### src/rtl/vga_pkg.sv
// Shared VGA timing package: default 640x480@60 constants, axis-total helper and
// sync polarity constants, reused by the timing generator and pixel-generation blocks.
package vga_pkg;

    localparam int DEF_H_DISPLAY = 640;
    localparam int DEF_H_FRONT   = 16;
    localparam int DEF_H_SYNC    = 96;
    localparam int DEF_H_BACK    = 48;
    localparam int DEF_V_DISPLAY = 480;
    localparam int DEF_V_FRONT   = 10;
    localparam int DEF_V_SYNC    = 2;
    localparam int DEF_V_BACK    = 33;
    localparam int DEF_CLK_DIV   = 4;
    localparam int DEF_CW        = 10;

    localparam bit POL_ACTIVE_LOW  = 1'b0;
    localparam bit POL_ACTIVE_HIGH = 1'b1;

    // Total period of one axis (line or frame) including all blanking segments.
    function automatic int axis_total(input int display, input int front,
                                      input int sync, input int back);
        return display + front + sync + back;
    endfunction

    // Drive level of a sync line given whether it is asserted and its polarity.
    function automatic logic sync_level(input logic active, input logic pol);
        return active ? pol : ~pol;
    endfunction

endpackage

### src/rtl/vga_timing_gen_if.sv
// Timing bus between the VGA timing generator (master) and pixel/RGB logic (slave).
interface vga_timing_gen_if #(
    parameter int CW = 10
);
    logic          en;
    logic          p_tick;
    logic [CW-1:0] pixel_x;
    logic [CW-1:0] pixel_y;
    logic          video_on;
    logic          hsync;
    logic          vsync;
    logic          line_start;
    logic          frame_start;

    modport master (
        input  en,
        output p_tick, pixel_x, pixel_y, video_on, hsync, vsync, line_start, frame_start
    );

    modport slave (
        output en,
        input  p_tick, pixel_x, pixel_y, video_on, hsync, vsync, line_start, frame_start
    );
endinterface

### src/rtl/vga_timing_gen_tick_div.sv
// Pixel tick divider: counts CLK_DIV clk cycles while enabled and flags the
// cycle on which the timing counters must advance.
module pixel_tick_div #(
    parameter int CLK_DIV = 4
) (
    input  logic clk_i,
    input  logic reset_i,
    input  logic en_i,
    output logic advance_o
);
    localparam int             DW       = (CLK_DIV > 1) ? $clog2(CLK_DIV) : 1;
    localparam logic [DW-1:0]  DIV_LAST = DW'(CLK_DIV - 1);

    logic [DW-1:0] div_q;
    logic [DW-1:0] div_d;

    // Next divider count: wraps at CLK_DIV-1, frozen while disabled.
    always_comb begin
        div_d = div_q;
        if (!en_i) begin
            div_d = div_q;
        end else if (div_q == DIV_LAST) begin
            div_d = {DW{1'b0}};
        end else begin
            div_d = div_q + DW'(1);
        end
    end

    // Divider state register.
    always_ff @(posedge clk_i) begin
        if (reset_i) begin
            div_q <= {DW{1'b0}};
        end else begin
            div_q <= div_d;
        end
    end

    assign advance_o = en_i && (div_q == DIV_LAST);

endmodule

### src/rtl/vga_timing_gen.sv
// Parametrised VGA sync/timing generator: h/v position counters on a divided pixel
// tick, with registered sync, video_on and line/frame strobes.
module vga_timing_gen
    import vga_pkg::*;
#(
    parameter int H_DISPLAY = DEF_H_DISPLAY,
    parameter int H_FRONT   = DEF_H_FRONT,
    parameter int H_SYNC    = DEF_H_SYNC,
    parameter int H_BACK    = DEF_H_BACK,
    parameter int V_DISPLAY = DEF_V_DISPLAY,
    parameter int V_FRONT   = DEF_V_FRONT,
    parameter int V_SYNC    = DEF_V_SYNC,
    parameter int V_BACK    = DEF_V_BACK,
    parameter int CLK_DIV   = DEF_CLK_DIV,
    parameter bit HSYNC_POL = POL_ACTIVE_LOW,
    parameter bit VSYNC_POL = POL_ACTIVE_LOW,
    parameter int CW        = DEF_CW
) (
    input  logic              clk,
    input  logic              reset,
    vga_timing_gen_if.master  bus
);
    localparam int H_TOTAL = axis_total(H_DISPLAY, H_FRONT, H_SYNC, H_BACK);
    localparam int V_TOTAL = axis_total(V_DISPLAY, V_FRONT, V_SYNC, V_BACK);

    localparam logic [CW-1:0] H_LAST    = CW'(H_TOTAL - 1);
    localparam logic [CW-1:0] V_LAST    = CW'(V_TOTAL - 1);
    localparam logic [CW-1:0] H_VIS     = CW'(H_DISPLAY);
    localparam logic [CW-1:0] V_VIS     = CW'(V_DISPLAY);
    localparam logic [CW-1:0] HS_FIRST  = CW'(H_DISPLAY + H_FRONT);
    localparam logic [CW-1:0] HS_LAST   = CW'(H_DISPLAY + H_FRONT + H_SYNC - 1);
    localparam logic [CW-1:0] VS_FIRST  = CW'(V_DISPLAY + V_FRONT);
    localparam logic [CW-1:0] VS_LAST   = CW'(V_DISPLAY + V_FRONT + V_SYNC - 1);

    if ((2 ** CW) <= H_TOTAL || (2 ** CW) <= V_TOTAL) begin : g_cw_too_small
        $error("vga_timing_gen: CW too small for H_TOTAL/V_TOTAL");
    end
    if (CLK_DIV < 1) begin : g_bad_div
        $error("vga_timing_gen: CLK_DIV must be >= 1");
    end

    logic          advance_s;
    logic [CW-1:0] x_q, x_d;
    logic [CW-1:0] y_q, y_d;
    logic          video_q, video_d;
    logic          hsync_q, hsync_d;
    logic          vsync_q, vsync_d;
    logic          p_tick_q;
    logic          line_q;
    logic          frame_q;

    pixel_tick_div #(
        .CLK_DIV (CLK_DIV)
    ) u_div (
        .clk_i     (clk),
        .reset_i   (reset),
        .en_i      (bus.en),
        .advance_o (advance_s)
    );

    // Next counter position; y only moves on the x wrap.
    always_comb begin
        x_d = x_q;
        y_d = y_q;
        if (x_q == H_LAST) begin
            x_d = {CW{1'b0}};
            if (y_q == V_LAST) begin
                y_d = {CW{1'b0}};
            end else begin
                y_d = y_q + CW'(1);
            end
        end else begin
            x_d = x_q + CW'(1);
            y_d = y_q;
        end
    end

    // Decode video window and sync levels from the next position so they register with it.
    always_comb begin
        video_d = (x_d < H_VIS) && (y_d < V_VIS);
        hsync_d = sync_level((x_d >= HS_FIRST) && (x_d <= HS_LAST), HSYNC_POL);
        vsync_d = sync_level((y_d >= VS_FIRST) && (y_d <= VS_LAST), VSYNC_POL);
    end

    // Position and output registers; strobes are single-cycle on the advancing edge.
    always_ff @(posedge clk) begin
        if (reset) begin
            x_q      <= H_LAST;
            y_q      <= V_LAST;
            video_q  <= 1'b0;
            hsync_q  <= ~HSYNC_POL;
            vsync_q  <= ~VSYNC_POL;
            p_tick_q <= 1'b0;
            line_q   <= 1'b0;
            frame_q  <= 1'b0;
        end else if (advance_s) begin
            x_q      <= x_d;
            y_q      <= y_d;
            video_q  <= video_d;
            hsync_q  <= hsync_d;
            vsync_q  <= vsync_d;
            p_tick_q <= 1'b1;
            line_q   <= (x_d == {CW{1'b0}});
            frame_q  <= (x_d == {CW{1'b0}}) && (y_d == {CW{1'b0}});
        end else begin
            p_tick_q <= 1'b0;
            line_q   <= 1'b0;
            frame_q  <= 1'b0;
        end
    end

    assign bus.p_tick      = p_tick_q;
    assign bus.pixel_x     = x_q;
    assign bus.pixel_y     = y_q;
    assign bus.video_on    = video_q;
    assign bus.hsync       = hsync_q;
    assign bus.vsync       = vsync_q;
    assign bus.line_start  = line_q;
    assign bus.frame_start = frame_q;

endmodule
### src/flat_wrapper.sv
// flat-port wrapper written by rule: the top's interface ports become plain ports
module vga_timing_gen_flat import vga_pkg::*;
#(
    parameter int H_DISPLAY = DEF_H_DISPLAY,
    parameter int H_FRONT   = DEF_H_FRONT,
    parameter int H_SYNC    = DEF_H_SYNC,
    parameter int H_BACK    = DEF_H_BACK,
    parameter int V_DISPLAY = DEF_V_DISPLAY,
    parameter int V_FRONT   = DEF_V_FRONT,
    parameter int V_SYNC    = DEF_V_SYNC,
    parameter int V_BACK    = DEF_V_BACK,
    parameter int CLK_DIV   = DEF_CLK_DIV,
    parameter bit HSYNC_POL = POL_ACTIVE_LOW,
    parameter bit VSYNC_POL = POL_ACTIVE_LOW,
    parameter int CW        = DEF_CW
)
  (clk, reset, bus_en, bus_p_tick, bus_pixel_x, bus_pixel_y, bus_video_on, bus_hsync, bus_vsync, bus_line_start, bus_frame_start);
  vga_timing_gen_if #(.CW(CW)) bus_i ();
  input  logic clk;
  input  logic reset;
  input wire logic [$bits(bus_i.en)-1:0] bus_en;
  output wire logic [$bits(bus_i.p_tick)-1:0] bus_p_tick;
  output wire logic [$bits(bus_i.pixel_x)-1:0] bus_pixel_x;
  output wire logic [$bits(bus_i.pixel_y)-1:0] bus_pixel_y;
  output wire logic [$bits(bus_i.video_on)-1:0] bus_video_on;
  output wire logic [$bits(bus_i.hsync)-1:0] bus_hsync;
  output wire logic [$bits(bus_i.vsync)-1:0] bus_vsync;
  output wire logic [$bits(bus_i.line_start)-1:0] bus_line_start;
  output wire logic [$bits(bus_i.frame_start)-1:0] bus_frame_start;
  assign bus_i.en = bus_en;
  assign bus_p_tick = bus_i.p_tick;
  assign bus_pixel_x = bus_i.pixel_x;
  assign bus_pixel_y = bus_i.pixel_y;
  assign bus_video_on = bus_i.video_on;
  assign bus_hsync = bus_i.hsync;
  assign bus_vsync = bus_i.vsync;
  assign bus_line_start = bus_i.line_start;
  assign bus_frame_start = bus_i.frame_start;
  vga_timing_gen #(.H_DISPLAY(H_DISPLAY), .H_FRONT(H_FRONT), .H_SYNC(H_SYNC), .H_BACK(H_BACK), .V_DISPLAY(V_DISPLAY), .V_FRONT(V_FRONT), .V_SYNC(V_SYNC), .V_BACK(V_BACK), .CLK_DIV(CLK_DIV), .HSYNC_POL(HSYNC_POL), .VSYNC_POL(VSYNC_POL), .CW(CW)) u_core (.clk(clk), .reset(reset), .bus(bus_i));
endmodule
### config.mk
export PLATFORM = sky130hd
export DESIGN_NAME = vga_timing_gen_flat
export DESIGN_NICKNAME = d
export VERILOG_FILES = /design/src/rtl/vga_pkg.sv /design/src/rtl/vga_timing_gen_if.sv /design/src/rtl/vga_timing_gen_tick_div.sv /design/src/rtl/vga_timing_gen.sv /design/src/flat_wrapper.sv
export SDC_FILE = /design/constraint.sdc
export NUM_CORES = 1
export LEC_CHECK = 0
export ABC_CLOCK_PERIOD_IN_PS = 2250
export CAP_MARGIN = 20
export CORE_UTILIZATION = 52
export DETAILED_ROUTE_END_ITERATION = 8
export PLACE_DENSITY = 0.78
export SETUP_SLACK_MARGIN = 0.15
export SYNTH_ARGS = -nofsm -noshare
export SYNTH_HDL_FRONTEND = slang
export SYNTH_SLANG_ARGS = --single-unit
### constraint.sdc
create_clock -name clk -period 2.25 [get_ports clk]
set_input_delay 0.225 -clock clk [delete_from_list [all_inputs] [get_ports clk]]
set_output_delay 0.225 -clock clk [all_outputs]
set_load 0.05 [all_outputs]
==> flow_metrics.env <==
export IMPL_setup_violations=0
export IMPL_antenna_left=0
export IMPL_num_rows=21
export IMPL_fin_crit_sh=0.9057
export IMPL_seqPwrFrac=0.554
export IMPL_die_y_um=61.03
export IMPL_reg2reg_depth=7
export IMPL_final_area_um2=2400
export IMPL_final_instance_count_excl_fill=305
export IMPL_drive_gt1_frac=0.2819
export IMPL_max_slew_margin_rel=0.6676
export IMPL_yosysSeqAreaShare=0.3094
export IMPL_setup_slack_ns=0.2122
export IMPL_grt_pass1_vias=1413
export IMPL_antenna_found_initial=0
export IMPL_wl_per_cell_um=15.12
export IMPL_areaGrowthSynthToFinish_pct=32.46
export IMPL_synthCells=214
export IMPL_vdd_ir_drop_max_mv=0.2105
export IMPL_status="finished clean"
export IMPL_hold_violations=0
export IMPL_crit_start="u_core.bus.pixel_x[1]"
export IMPL_synthTopCellsByArea="dfxtp_1, nor2_1, nand2_1"
export IMPL_ys_ff_latch=28
export IMPL_start_util=0.5429
export IMPL_synth_fp_nets=222
export IMPL_drt_pass1_iterations=4
export IMPL_clk_latency_ns=0.33
export IMPL_clock_path_buffers=2
export IMPL_pwr_share_clk=0.234
export IMPL_power_density_nw_per_um2=383.1
export IMPL_dp_hpwl_mm=3.162
export IMPL_critPathLaunchType="flip-flop"
export IMPL_gp_congestion=0.9186
export IMPL_grt_first_pass_wirelength_mm=6.893
export IMPL_crit_path_end="u_core.bus.video_on"
export IMPL_worstPathMaxFanout=6
export IMPL_cts_tree="done"
export IMPL_grt_ovfl_total=0
export IMPL_place_ws_ns=0.03795
export IMPL_synth_main_ff_cell="dfxtp_1"
export IMPL_tightest_slew_ns=0.4970
export IMPL_rsz0062_at_grt="yes"
export IMPL_diodes=0
export IMPL_r2r_end="u_core.bus.video_on"
export IMPL_vias=1785
export IMPL_io_pins=29
export IMPL_fin_crit_ns=2.038
export IMPL_crit_required_ns=2.49
export IMPL_critical_path_endpoint_type="flip-flop"
export IMPL_die_width_um=61.03
export IMPL_grt_max_degree=16
export IMPL_cts_made_buffers=3
export IMPL_fin_tns_setup_ns=0
export IMPL_viasPerCell=5.852
export IMPL_hp_class="reg2reg"
export IMPL_yosys_warnings=0
export IMPL_nets=268
export IMPL_pwr_share_comb=0.212
export IMPL_synth_top_area_cell="dfxtp_1"
export IMPL_r2r_slack_ns=0.21
export IMPL_cp_arrival_ns=2.28
export IMPL_dr_first_iter_drc_count=102
export IMPL_design_core_area_um2=3337
export IMPL_dpl_cell_count=292
export IMPL_ys_types=57
export IMPL_drt_wl_total_mm=4.611
export IMPL_max_cap_violations=0
export IMPL_hold_slack_ns=0.4901
export IMPL_h_tree_depth=1
export IMPL_drc=0
export IMPL_max_freq_mhz=490.7
export IMPL_placed_area_um2=2241
export IMPL_hold_buffers=0
export IMPL_numClockSinks=28
export IMPL_grt_use_total=0.2473
export IMPL_switchingPower_mw=0.2624
export IMPL_synth_edf_count=0
export IMPL_die_area_um2=3724
export IMPL_p_int_mw=0.6569
export IMPL_path_clk_slew_ns=0.15
export IMPL_syn_area_um2=1812
export IMPL_switching_share=0.2854
export IMPL_port_buffers=28
export IMPL_avgSynthCellArea_um2=8.466
export IMPL_fin_worst_skew_ns=0.004547
export IMPL_path_class="reg2reg"
export IMPL_maxSlewViolCount=0
export IMPL_yosysTopAreaCellShare=0.3094
export IMPL_leakagePower_nw=0.8876
export IMPL_async_flop_share=0
export IMPL_r2r_start="u_core.bus.pixel_x[1]"
export IMPL_cts_root_buf="clkbuf_4"
[layout by cell type (no fill, tap or decap), types with 5 or more instances in the layout]
cell              n
nor3_1            9
dfxtp_1          14
nand2_1          20
a211o_1           6
a21oi_1           9
nor4_2            5
nand4_1           5
clkdlybuf4s50_1  28
a31oi_1           5
nor2_1           22
xnor2_1           7
inv_1            10
dfxtp_2          11
buf_4            24
[power groups by stage]
| stage | logic [mW] | registers, mW | clock network (mW) |
|---|---|---|---|
| after floorplan | 0.0997 | 0.532 | 0 |
| after global placement | 0.159 | 0.520 | 0 |
| after detailed placement | 0.160 | 0.521 | 0 |
| after CTS | 0.168 | 0.510 | 0.223 |
| after global routing | 0.208 | 0.511 | 0.254 |
| final | 0.195 | 0.509 | 0.215 |
[cell usage after synthesis (3+ instances only)]
| cell type | n |
|---|---|
| a211o_1 | 6 |
| a211oi_1 | 3 |
| a21oi_1 | 10 |
| a31oi_1 | 5 |
| buf_2 | 3 |
| buf_6 | 3 |
| clkbuf_1 | 6 |
| dfxtp_1 | 28 |
| ha_1 | 5 |
| inv_1 | 10 |
| nand2_1 | 20 |
| nand2b_1 | 4 |
| nand3_1 | 4 |
| nand3b_1 | 3 |
| nand4_1 | 5 |
| nand4b_1 | 4 |
| nor2_1 | 22 |
| nor3_1 | 9 |
| nor4_1 | 3 |
| nor4_2 | 3 |
| o21ai_0 | 6 |
| or3_1 | 4 |
| xnor2_1 | 7 |
[worst max-delay path: stages (launching register included)]
cell and delay [ns]:
dfxtp_4 0.41, ha_4 0.16, nand4_4 0.15, nor4_2 0.41, xnor2_1 0.18, nor4_2 0.33, nor2b_1 0.08, a32o_1 0.24
[layer usage]
metal	GRT usage	wire length (µm)	vias up
met4	0.04221	63	0
met3	0.04202	284	10
li1	-	-	869
met5	0	0	-
met1	0.3768	2159	835
met2	0.3680	2103	71
[worst min path at each step]
stage	start	endpoint	cells past startpoint
after floorplan	bus_en	u_core.u_div.div_q[1]	2
after global placement	u_core.bus.video_on	u_core.bus.video_on	1
after detailed placement	u_core.bus.video_on	u_core.bus.video_on	1
after CTS	u_core.bus.video_on	u_core.bus.video_on	1
after global routing	u_core.bus.video_on	u_core.bus.video_on	1
final	u_core.bus.video_on	u_core.bus.video_on	1
[what timing repair did]
action                     4_1_cts  5_1_grt
pin swaps                        2        9
gates cloned                     0        0
buffers inserted                 3        6
resized for setup                2       15
setup endpoints to repair        5        7
hold endpoints to repair         0        0
[through the flow]
step	total power, mW	util
3_3_place_gp	0.6788	0.6715
4_1_cts	0.9013	0.6907
3_5_place_dp	0.6806	0.6715
2_1_floorplan	0.6316	-
5_1_grt	0.9733	0.7192
6_report	0.9193	0.7192
[flip-flops by register name, summed over array words and instances (netlist names)]
signal,count
u_core.bus.frame_start,1
u_core.bus.hsync,1
u_core.bus.line_start,1
u_core.bus.p_tick,1
u_core.bus.pixel_x,10
u_core.bus.pixel_y,10
u_core.bus.video_on,1
u_core.bus.vsync,1
u_core.u_div.div_q,2
[logic make-up (layout without fill, tap and decap cells)]
logic type	Yosys count	after routing	synth area share
AND/OR/NAND/NOR	98	98	0.3425
AO/OA/AOI/OAI	47	47	0.1906
flip-flops	28	28	0.3094
buffers and inverters	25	70	0.06837
XOR/XNOR	9	9	0.04351
adder cells (fa/ha/maj)	5	5	0.03453
multiplexers	2	2	0.01105
[area by class of cell]
class,count,area (µm²)
multi-input combinational,161,1187
fill,272,937.1
sequential,28,585.6
timing repair buffer,56,505.5
tap,46,57.56
inverter,10,37.54
clock buffer,3,22.52
clock inverter,1,3.754
Note: power is estimated with default switching activity, not from simulation.
